$ cat src/rtl/fc_layer_sched_if.sv
// Handshake/data bundle between the FC-layer scheduler, its host and the
// per-neuron MAC local controller. The master modport is the scheduler side.
//   host:  start_i, abort_i -> ; busy_o, done_o, class_o, max_o, err_o <-
//   local controller: lc_start_o, neuron_o, w_base_o -> ; lc_wr_i, acc_i <-
interface fc_layer_sched_if #(
    parameter int ACC_W  = 20,
    parameter int NIDX_W = 4,
    parameter int WB_W   = 9
);
    logic              start_i;
    logic              abort_i;
    logic              lc_start_o;
    logic              lc_wr_i;
    logic [ACC_W-1:0]  acc_i;
    logic [NIDX_W-1:0] neuron_o;
    logic [WB_W-1:0]   w_base_o;
    logic              busy_o;
    logic              done_o;
    logic [NIDX_W-1:0] class_o;
    logic [ACC_W-1:0]  max_o;
    logic              err_o;

    modport master (
        input  start_i, abort_i, lc_wr_i, acc_i,
        output lc_start_o, neuron_o, w_base_o,
        output busy_o, done_o, class_o, max_o, err_o
    );

    modport slave (
        output start_i, abort_i, lc_wr_i, acc_i,
        input  lc_start_o, neuron_o, w_base_o,
        input  busy_o, done_o, class_o, max_o, err_o
    );
endinterface

$ cat src/rtl/fc_layer_sched.sv
// Fully-connected layer scheduler: issues one local-controller start per
// output neuron, collects results, tracks the signed argmax and reports it.
// Ports: clk_i, rst_i (sync, active-high), bus (fc_layer_sched_if.master).
module fc_layer_sched #(
    parameter int NUM_OUT = 10,
    parameter int IN_LEN  = 32,
    parameter int ACC_W   = 20,
    parameter int NIDX_W  = 4,
    parameter int WB_W    = 9,
    parameter int TIMEOUT = 64
) (
    input logic               clk_i,
    input logic               rst_i,
    fc_layer_sched_if.master  bus
);
    localparam int TW = $clog2(TIMEOUT + 1);
    localparam logic [NIDX_W-1:0] LAST   = NIDX_W'(NUM_OUT - 1);
    localparam logic [WB_W-1:0]   STRIDE = WB_W'(IN_LEN);
    localparam logic [TW-1:0]     TLAST  = TW'(TIMEOUT - 1);

    typedef enum logic [2:0] {
        S_IDLE, S_ISSUE, S_WAIT, S_GAP, S_DONE, S_ERR
    } state_t;

    state_t            state_q, state_d;
    logic [NIDX_W-1:0] neuron_q, neuron_d;
    logic [WB_W-1:0]   w_base_q, w_base_d;
    logic [TW-1:0]     timer_q, timer_d;
    logic [ACC_W-1:0]  trk_max_q, trk_max_d;
    logic [NIDX_W-1:0] trk_cls_q, trk_cls_d;
    logic              trk_vld_q, trk_vld_d;
    logic [ACC_W-1:0]  max_out_q, max_out_d;
    logic [NIDX_W-1:0] cls_out_q, cls_out_d;
    logic              err_q, err_d;

    logic              go;
    logic              upd;
    logic [ACC_W-1:0]  cand_max;
    logic [NIDX_W-1:0] cand_cls;

    // Strict greater-than keeps the lower index on ties; an invalid
    // tracker always takes the first result regardless of its sign.
    always_comb begin
        upd      = !trk_vld_q ||
                   ($signed(bus.acc_i) > $signed(trk_max_q));
        cand_max = upd ? bus.acc_i : trk_max_q;
        cand_cls = upd ? neuron_q  : trk_cls_q;
    end

    always_comb begin
        state_d   = state_q;
        neuron_d  = neuron_q;
        w_base_d  = w_base_q;
        timer_d   = timer_q;
        trk_max_d = trk_max_q;
        trk_cls_d = trk_cls_q;
        trk_vld_d = trk_vld_q;
        max_out_d = max_out_q;
        cls_out_d = cls_out_q;
        err_d     = err_q;
        go        = 1'b0;

        unique case (state_q)
            S_IDLE: begin
                if (bus.start_i) begin
                    go = 1'b1;
                end
            end
            S_ISSUE: begin
                if (bus.abort_i) begin
                    state_d   = S_IDLE;
                    trk_vld_d = 1'b0;
                end else begin
                    state_d = S_WAIT;
                end
            end
            S_WAIT: begin
                timer_d = timer_q + 1'b1;
                if (bus.abort_i) begin
                    state_d   = S_IDLE;
                    trk_vld_d = 1'b0;
                end else if (bus.lc_wr_i) begin
                    trk_max_d = cand_max;
                    trk_cls_d = cand_cls;
                    trk_vld_d = 1'b1;
                    if (neuron_q == LAST) begin
                        state_d   = S_DONE;
                        max_out_d = cand_max;
                        cls_out_d = cand_cls;
                    end else begin
                        state_d = S_GAP;
                    end
                end else if (timer_q == TLAST) begin
                    state_d = S_ERR;
                    err_d   = 1'b1;
                end
            end
            S_GAP: begin
                if (bus.abort_i) begin
                    state_d   = S_IDLE;
                    trk_vld_d = 1'b0;
                end else begin
                    state_d  = S_ISSUE;
                    neuron_d = neuron_q + 1'b1;
                    w_base_d = w_base_q + STRIDE;
                    timer_d  = '0;
                end
            end
            S_DONE: begin
                state_d = S_IDLE;
                if (bus.abort_i) begin
                    trk_vld_d = 1'b0;
                end
            end
            S_ERR: begin
                // err_o stays sticky through an abort
                if (bus.abort_i) begin
                    state_d = S_IDLE;
                end else if (bus.start_i) begin
                    go = 1'b1;
                end
            end
            default: state_d = S_IDLE;
        endcase

        if (go) begin
            state_d   = S_ISSUE;
            neuron_d  = '0;
            w_base_d  = '0;
            timer_d   = '0;
            err_d     = 1'b0;
            trk_vld_d = 1'b0;
        end
    end

    always_ff @(posedge clk_i) begin
        if (rst_i) begin
            state_q   <= S_IDLE;
            neuron_q  <= '0;
            w_base_q  <= '0;
            timer_q   <= '0;
            trk_max_q <= '0;
            trk_cls_q <= '0;
            trk_vld_q <= 1'b0;
            max_out_q <= '0;
            cls_out_q <= '0;
            err_q     <= 1'b0;
        end else begin
            state_q   <= state_d;
            neuron_q  <= neuron_d;
            w_base_q  <= w_base_d;
            timer_q   <= timer_d;
            trk_max_q <= trk_max_d;
            trk_cls_q <= trk_cls_d;
            trk_vld_q <= trk_vld_d;
            max_out_q <= max_out_d;
            cls_out_q <= cls_out_d;
            err_q     <= err_d;
        end
    end

    assign bus.lc_start_o = (state_q == S_ISSUE);
    assign bus.busy_o     = (state_q != S_IDLE);
    assign bus.done_o     = (state_q == S_DONE);
    assign bus.neuron_o   = neuron_q;
    assign bus.w_base_o   = w_base_q;
    assign bus.class_o    = cls_out_q;
    assign bus.max_o      = max_out_q;
    assign bus.err_o      = err_q;
endmodule

$ cat src/flat_wrapper.sv
// flat-port wrapper written by rule: the top's interface ports become plain ports
module fc_layer_sched_flat 
#(
    parameter int NUM_OUT = 10,
    parameter int IN_LEN  = 32,
    parameter int ACC_W   = 20,
    parameter int NIDX_W  = 4,
    parameter int WB_W    = 9,
    parameter int TIMEOUT = 64
)
  (clk_i, rst_i, bus_start_i, bus_abort_i, bus_lc_wr_i, bus_acc_i, bus_lc_start_o, bus_neuron_o, bus_w_base_o, bus_busy_o, bus_done_o, bus_class_o, bus_max_o, bus_err_o);
  fc_layer_sched_if #(.ACC_W(ACC_W), .NIDX_W(NIDX_W), .WB_W(WB_W)) bus_i ();
  input logic clk_i;
  input logic rst_i;
  input wire logic [$bits(bus_i.start_i)-1:0] bus_start_i;
  input wire logic [$bits(bus_i.abort_i)-1:0] bus_abort_i;
  input wire logic [$bits(bus_i.lc_wr_i)-1:0] bus_lc_wr_i;
  input wire logic [$bits(bus_i.acc_i)-1:0] bus_acc_i;
  output wire logic [$bits(bus_i.lc_start_o)-1:0] bus_lc_start_o;
  output wire logic [$bits(bus_i.neuron_o)-1:0] bus_neuron_o;
  output wire logic [$bits(bus_i.w_base_o)-1:0] bus_w_base_o;
  output wire logic [$bits(bus_i.busy_o)-1:0] bus_busy_o;
  output wire logic [$bits(bus_i.done_o)-1:0] bus_done_o;
  output wire logic [$bits(bus_i.class_o)-1:0] bus_class_o;
  output wire logic [$bits(bus_i.max_o)-1:0] bus_max_o;
  output wire logic [$bits(bus_i.err_o)-1:0] bus_err_o;
  assign bus_i.start_i = bus_start_i;
  assign bus_i.abort_i = bus_abort_i;
  assign bus_i.lc_wr_i = bus_lc_wr_i;
  assign bus_i.acc_i = bus_acc_i;
  assign bus_lc_start_o = bus_i.lc_start_o;
  assign bus_neuron_o = bus_i.neuron_o;
  assign bus_w_base_o = bus_i.w_base_o;
  assign bus_busy_o = bus_i.busy_o;
  assign bus_done_o = bus_i.done_o;
  assign bus_class_o = bus_i.class_o;
  assign bus_max_o = bus_i.max_o;
  assign bus_err_o = bus_i.err_o;
  fc_layer_sched #(.NUM_OUT(NUM_OUT), .IN_LEN(IN_LEN), .ACC_W(ACC_W), .NIDX_W(NIDX_W), .WB_W(WB_W), .TIMEOUT(TIMEOUT)) u_core (.clk_i(clk_i), .rst_i(rst_i), .bus(bus_i));
endmodule
$ cat config.mk
export PLATFORM = sky130hd
export DESIGN_NAME = fc_layer_sched_flat
export DESIGN_NICKNAME = d
export VERILOG_FILES = /design/src/rtl/fc_layer_sched_if.sv /design/src/rtl/fc_layer_sched.sv /design/src/flat_wrapper.sv
export SDC_FILE = /design/constraint.sdc
export NUM_CORES = 1
export LEC_CHECK = 0
export CAP_MARGIN = 20
export CORE_UTILIZATION = 53
export DETAILED_ROUTE_END_ITERATION = 16
export GPL_TIMING_DRIVEN = 0
export PLACE_DENSITY = 0.8
export SLEW_MARGIN = 30
export SYNTH_ARGS = -nofsm -noshare
export SYNTH_HDL_FRONTEND = slang
export SYNTH_SLANG_ARGS = --single-unit
$ cat constraint.sdc
create_clock -name clk_i -period 3.5 [get_ports clk_i]
set_clock_uncertainty 0.1 [all_clocks]
set_input_delay 0.7 -clock clk_i [delete_from_list [all_inputs] [get_ports clk_i]]
set_output_delay 0.7 -clock clk_i [all_outputs]
set_load 0.01 [all_outputs]
======== Word level (Yosys, flattened, before mapping) ========
Index checks and enable logic that the tools add are counted.
W data, S select, Z words.
storage, ports and cells
  register bits ........................... 73
  latch bits .............................. 0
  RAM bits ................................ 0
  ROM bits ................................ 0
  input bits .............................. 25
  output and inout bits ................... 41
  logic and storage cells ................. 69
  memories ................................ 0
cells by class
  add/sub/neg operators ................... 3
  $mul .................................... 0
  div/mod/pow operators ................... 0
  order comparisons ....................... 1
  eq/ne operators ......................... 15
  shifts and indexed selects .............. 0
  muxes and demuxes ....................... 20
  bitwise logic cells ..................... 3
  reductions and logical operators ........ 16
operator list
  operator               number
  $gt A20 B20 Y1         1
  $mux W20               1
  $mux W3                5
  $pmux W3 S5            1
  $pmux W7 S2            1
  $reduce_and A3 Y1      4
  $add A9 B6 Y9 const B  1
  $reduce_and A4 Y1      2
  $add A7 B1 Y7 const B  1
  $eq A7 B6 Y1 const B   1
  $mux W1                7
  $mux W7                1
  $eq A3 B2 Y1 const B   2
  $eq A3 B3 Y1 const B   2
  $ne A5 B3 Y1 const B   1
  $add A4 B1 Y4 const B  1
  $eq A4 B4 Y1 const B   1
  $mux W4                1
  $ne A2 B1 Y1 const B   2
  $ne A2 B2 Y1 const B   2
  $ne A4 B3 Y1 const B   1
  $pmux W1 S2            2
  $reduce_and A2 Y1      2
  $reduce_bool A2 Y1     2
  11 further kinds       13

======== Longest topological paths before layout ========
  depth after elaboration ................. 6
  mapped depth ............................ 10
  mapped depth without buffers ............ 9

======== Worst setup path after synthesis ========
OpenSTA, ideal clock, no wires.
  path type ............................... input to register
  start ................................... input bus_acc_i[19]
  end ..................................... register u_core.trk_cls_q[0]
  setup time .............................. 0.072 ns
  arrival time ............................ 2.542 ns
  setup slack ............................. 0.787 ns
  stages .................................. 9
  path buffers ............................ 1
  path through ............................ ha_1 nand4_2 nor2_1 a221oi_2 and4_4 nor2_8 nor2_4 buf_4 mux2i_1
on the way
  word-level cells in the longest chain between the ends .. 3
ends and longest elaborated chain
  element               line                   text
  start, declared       flat_wrapper.sv:18     input wire logic [$bits(bus_i.acc_i)-1:0] bus_acc_i;
  $gt A20 B20 Y1        fc_layer_sched.sv:45   ($signed(bus.acc_i) > $signed(trk_max_q));
  $logic_or A1 B1 Y1    fc_layer_sched.sv:44   upd = !trk_vld_q ||
  $mux W4               fc_layer_sched.sv:47   cand_cls = upd ? neuron_q : trk_cls_q;
  end signal, assigned  fc_layer_sched.sv:154  trk_cls_q <= trk_cls_d;
  end, declared         fc_layer_sched.sv:30   logic [NIDX_W-1:0] trk_cls_q, trk_cls_d;
No other way between the ends.
A chain may end at the register's enable or synchronous reset.

======== Worst setup path in the final report ========
  start ................................... input bus_acc_i[19]
  end ..................................... register u_core.trk_max_q[12]
on the way
  word-level cells in the longest chain between the ends .. 3
ends and longest elaborated chain
  element               line                   text
  $gt A20 B20 Y1        fc_layer_sched.sv:45
  $logic_or A1 B1 Y1    fc_layer_sched.sv:44
  $mux W20              fc_layer_sched.sv:46   cand_max = upd ? bus.acc_i : trk_max_q;
  end signal, assigned  fc_layer_sched.sv:153  trk_max_q <= trk_max_d;
  end, declared         fc_layer_sched.sv:29   logic [ACC_W-1:0] trk_max_q, trk_max_d;
No other way between the ends.

==> out/qor.json <==
{
  "cts_buffer_depth": {"value": 2},
  "number_of_failing_setup_endpoints_in_the_final_timing_report": {"value": 0},
  "synthCells": {"value": 418},
  "cts_root_buffer": {"value": "sky130_fd_sc_hd__clkbuf_8"},
  "timing_hold_violations_final": {"value": 0},
  "finalNetCount": {"value": 542},
  "grt_max_degree": {"value": 12},
  "core_area": {"value": 0.00676, "unit": "mm2"},
  "number_of_rows_created_at_floorplan": {"value": 30},
  "synthTopCellsByArea": {"value": "sky130_fd_sc_hd__dfxtp_1 37%, sky130_fd_sc_hd__mux2i_1 12%, sky130_fd_sc_hd__ha_1 8.1%, sky130_fd_sc_hd__nand2b_1 8.1%, sky130_fd_sc_hd__nor2_1 5.8%"},
  "vdd_drop_max": {"value": 0.000270, "unit": "V"},
  "sequential_cell_area_fraction_in_the_yosys_report": {"value": 0.369},
  "drt-vias-per-instance": {"value": 5.47},
  "final_period_minus_worst_setup_slack": {"value": 3.20, "unit": "ns"},
  "cts.hold.buffers_added": {"value": 0},
  "worstSetupStartpointType": {"value": "input pin"},
  "post-route-period-util": {"value": 0.916},
  "critPathMaxFanout": {"value": 10},
  "drt_first_iter_violations": {"value": 166},
  "utilization": {"value": 0.683},
  "post-route-cell-area": {"value": 0.00461, "unit": "mm2"},
  "clock_insertion_delay_worst_skew": {"value": 0.35, "unit": "ns"},
  "path_class": {"value": "in -> reg"},
  "worstPathArrival": {"value": 3.36, "unit": "ns"},
  "p_leak": {"value": 0.00160, "unit": "uW"},
  "drv_cap": {"value": 0},
  "cp-end-kind": {"value": "register"},
  "synth_area": {"value": 0.00369, "unit": "mm2"},
  "async_reset_ff_frac": {"value": 0},
  "achievable-frequency": {"value": 0.312, "unit": "GHz"},
  "antennaDiodeCount": {"value": 0},
  "cts.repair.resized": {"value": 0},
  "drt_drc_violations_left": {"value": 0},
  "placedInstanceArea": {"value": 0.00441, "unit": "mm2"},
  "cts-buffers-inserted": {"value": 9},
  "synthMuxAreaShare": {"value": 0.125},
  "clk_transition_reported_paths": {"value": 0.07, "unit": "ns"},
  "postSynthAreaPerCell": {"value": 8.84, "unit": "um2"},
  "post-synth-top-area-cell": {"value": "sky130_fd_sc_hd__dfxtp_1"},
  "rsz0062_at_grt": {"value": "no"},
  "antenna_found_initial": {"value": 0},
  "synth-warning-count": {"value": 0},
  "buffer_ports.inserted": {"value": 60},
  "postRouteAntennaNets": {"value": 0},
  "area_overhead_of_the_layout_relative_to_synthesis": {"value": 24.9, "unit": "%"},
  "gp_routability_congestion": {"value": 0.877},
  "die_h": {"value": 85.5, "unit": "um"},
  "slew-limit-headroom": {"value": 0.500},
  "run_status": {"value": "complete, no violations"},
  "cts_htree_levels": {"value": 3},
  "worstHoldPathType": {"value": "reg -> reg"},
  "final_tns_setup": {"value": 0, "unit": "ns"},
  "pin_count": {"value": 66},
  "overall_global_routing_usage": {"value": 0.243},
  "synth_xor_area_frac": {"value": 0.0142},
  "required": {"value": 3.66, "unit": "ns"},
  "wirelength": {"value": 8480, "unit": "um"},
  "cts_setup_buffers": {"value": 0},
  "grt_pass1_vias": {"value": 2981},
  "floorplan.die_area": {"value": 0.00731, "unit": "mm2"},
  "post_synth_num_cell_types": {"value": 46},
  "global_route_wire_length_before_repair": {"value": 13900, "unit": "um"},
  "grt.overflow.total": {"value": 0},
  "synthAdderAreaFrac": {"value": 0.0813},
  "start_util": {"value": 0.547},
  "die_x": {"value": 85.5, "unit": "um"},
  "ys_dominant_reg_cell": {"value": "sky130_fd_sc_hd__dfxtp_1"},
  "drt_pass1_iterations": {"value": 4},
  "synth_top_family_by_area": {"value": "simple AND/OR/NAND/NOR gates"},
  "vias": {"value": 3164},
  "worst_slew_pin_slew": {"value": 0.740, "unit": "ns"},
  "yosysTopAreaCellShare": {"value": 0.369},
  "wl_per_cell": {"value": 14.7, "unit": "um"},
  "synth-edff-count": {"value": 0},
  "synth_simple_gate_area_frac": {"value": 0.219},
  "detailed_place_hpwl": {"value": 6210, "unit": "um"},
  "fraction_of_final_layout_cells_with_drive_strength_greater_than_1": {"value": 0.0663},
  "power_per_cell_area": {"value": 413, "unit": "mW/mm2"},
  "finalMaxSlewViolations": {"value": 0},
  "synth-seq-cells": {"value": 68},
  "synth-compound-area-share": {"value": 0.126},
  "clock_tree_from_tritoncts": {"value": "done"},
  "cts_sinks": {"value": 68}
}
metrics by stage:
| step | cells | worst slack [ns] | total power [uW] | hold WS [ns] |
|---|---|---|---|---|
| finish | 578 | 0.296 | 1900 | 0.381 |
| global route | 578 | 0.0952 | 1990 | 0.400 |
| CTS | 578 | 0.289 | 1910 | 0.381 |
| detailed placement | 562 | -0.0488 | 1250 | 0.367 |
| global placement | 562 | 0.0175 | 1240 | 0.360 |
| floorplan | 422 | 0.787 | 1120 | 0.348 |
critical path, stage by stage:
cell                              delay (ns)
sky130_fd_sc_hd__clkdlybuf4s50_1        0.45
sky130_fd_sc_hd__ha_1                   0.41
sky130_fd_sc_hd__nand4_2                0.21
sky130_fd_sc_hd__nor4_1                 0.30
sky130_fd_sc_hd__o21ai_1                0.16
sky130_fd_sc_hd__a21oi_4                0.27
sky130_fd_sc_hd__nor2_8                 0.11
sky130_fd_sc_hd__nor2_4                 0.21
sky130_fd_sc_hd__buf_4                  0.28
sky130_fd_sc_hd__mux2i_1                0.24
cell usage in the layout, fill, tap and decap left out, types with 5 or more instances in the layout:
cell type / count
sky130_fd_sc_hd__dfxtp_1: 68
sky130_fd_sc_hd__clkdlybuf4s50_1: 60
sky130_fd_sc_hd__nor2_1: 57
sky130_fd_sc_hd__nand2b_1: 48
sky130_fd_sc_hd__mux2i_1: 46
sky130_fd_sc_hd__a211oi_1: 27
sky130_fd_sc_hd__ha_1: 24
sky130_fd_sc_hd__inv_1: 23
sky130_fd_sc_hd__a21oi_1: 19
sky130_fd_sc_hd__nand2_1: 17
sky130_fd_sc_hd__clkbuf_1: 16
sky130_fd_sc_hd__clkbuf_8: 11
sky130_fd_sc_hd__o21ai_0: 10
sky130_fd_sc_hd__nand3_1: 7
sky130_fd_sc_hd__buf_4: 7
sky130_fd_sc_hd__nand4_1: 5
sky130_fd_sc_hd__conb_1: 5
final timing paths:
| check | startpoint | endpoint | slack (ns) | depth (start not counted) |
|---|---|---|---|---|
| max | bus_acc_i[19] | u_core.trk_max_q[12]$_SDFFE_PP0P_ | 0.30 | 10 |
| min | u_core.trk_cls_q[3]$_SDFFE_PP0P_ | u_core.trk_cls_q[3]$_SDFFE_PP0P_ | 0.38 | 2 |
| max reg2reg | u_core.trk_max_q[19]$_SDFFE_PP0P_ | u_core.trk_max_q[12]$_SDFFE_PP0P_ | 0.73 | 10 |
| min reg2reg | u_core.trk_cls_q[3]$_SDFFE_PP0P_ | u_core.trk_cls_q[3]$_SDFFE_PP0P_ | 0.38 | 2 |
cell families (layout without fill, tap and decap cells):
kind of cell	after synthesis	after routing
xor+xnor	6	6
flops	68	68
simple gates	154	154
mux	46	46
compound gates	69	69
fa+ha+maj	24	24
other cells	1	5
buf+inv	50	126
area by class of cell:
cell class,instances,area [um2]
repair buffers,60,601
flip-flops and latches,68,1360
fillers,562,2140
clock inverters,4,47.5
plain buffers,27,156
clock buffers,12,155
inverters,23,86.3
well taps,80,100
multi-input cells,304,2100
routing by layer:
layer,part of all wire,GRT usage,routed length (um),vias to the layer above
li1,-,-,-,1583
met1,0.45,0.297,3850,1495
met2,0.49,0.428,4150,67
met3,0.037,0.0360,317,19
met4,0.019,0.100,161,0
met5,0,0,0,-
synthesized netlist by cell type, drive strengths merged, types with 4 or more instances:
master	instances
a211oi	27
a21oi	20
buf	12
clkbuf	15
dfxtp	68
ha	24
inv	23
mux2i	46
nand2	17
nand2b	48
nand3	7
nand4	6
nor2	59
nor3	4
o21ai	11
xor2	4
sequential cells by signal, summed over array words and instances (netlist names):
name	flops
u_core.bus.max_o	20
u_core.trk_max_q	20
u_core.timer_q	7
u_core.bus.class_o	4
u_core.bus.neuron_o	4
u_core.bus.w_base_o	4
u_core.trk_cls_q	4
u_core.state_q	3
u_core.bus.err_o	1
u_core.trk_vld_q	1
report_power, final:
| part | total [uW] | switching (uW) | internal [uW] |
|---|---|---|---|
| clock | 666 | 300 | 366 |
| combinational | 419 | 229 | 189 |
| sequential | 820 | 23.5 | 797 |
| total | 1900 | 553 | 1350 |
No activity file was read; power rests on OpenSTA's default activity.
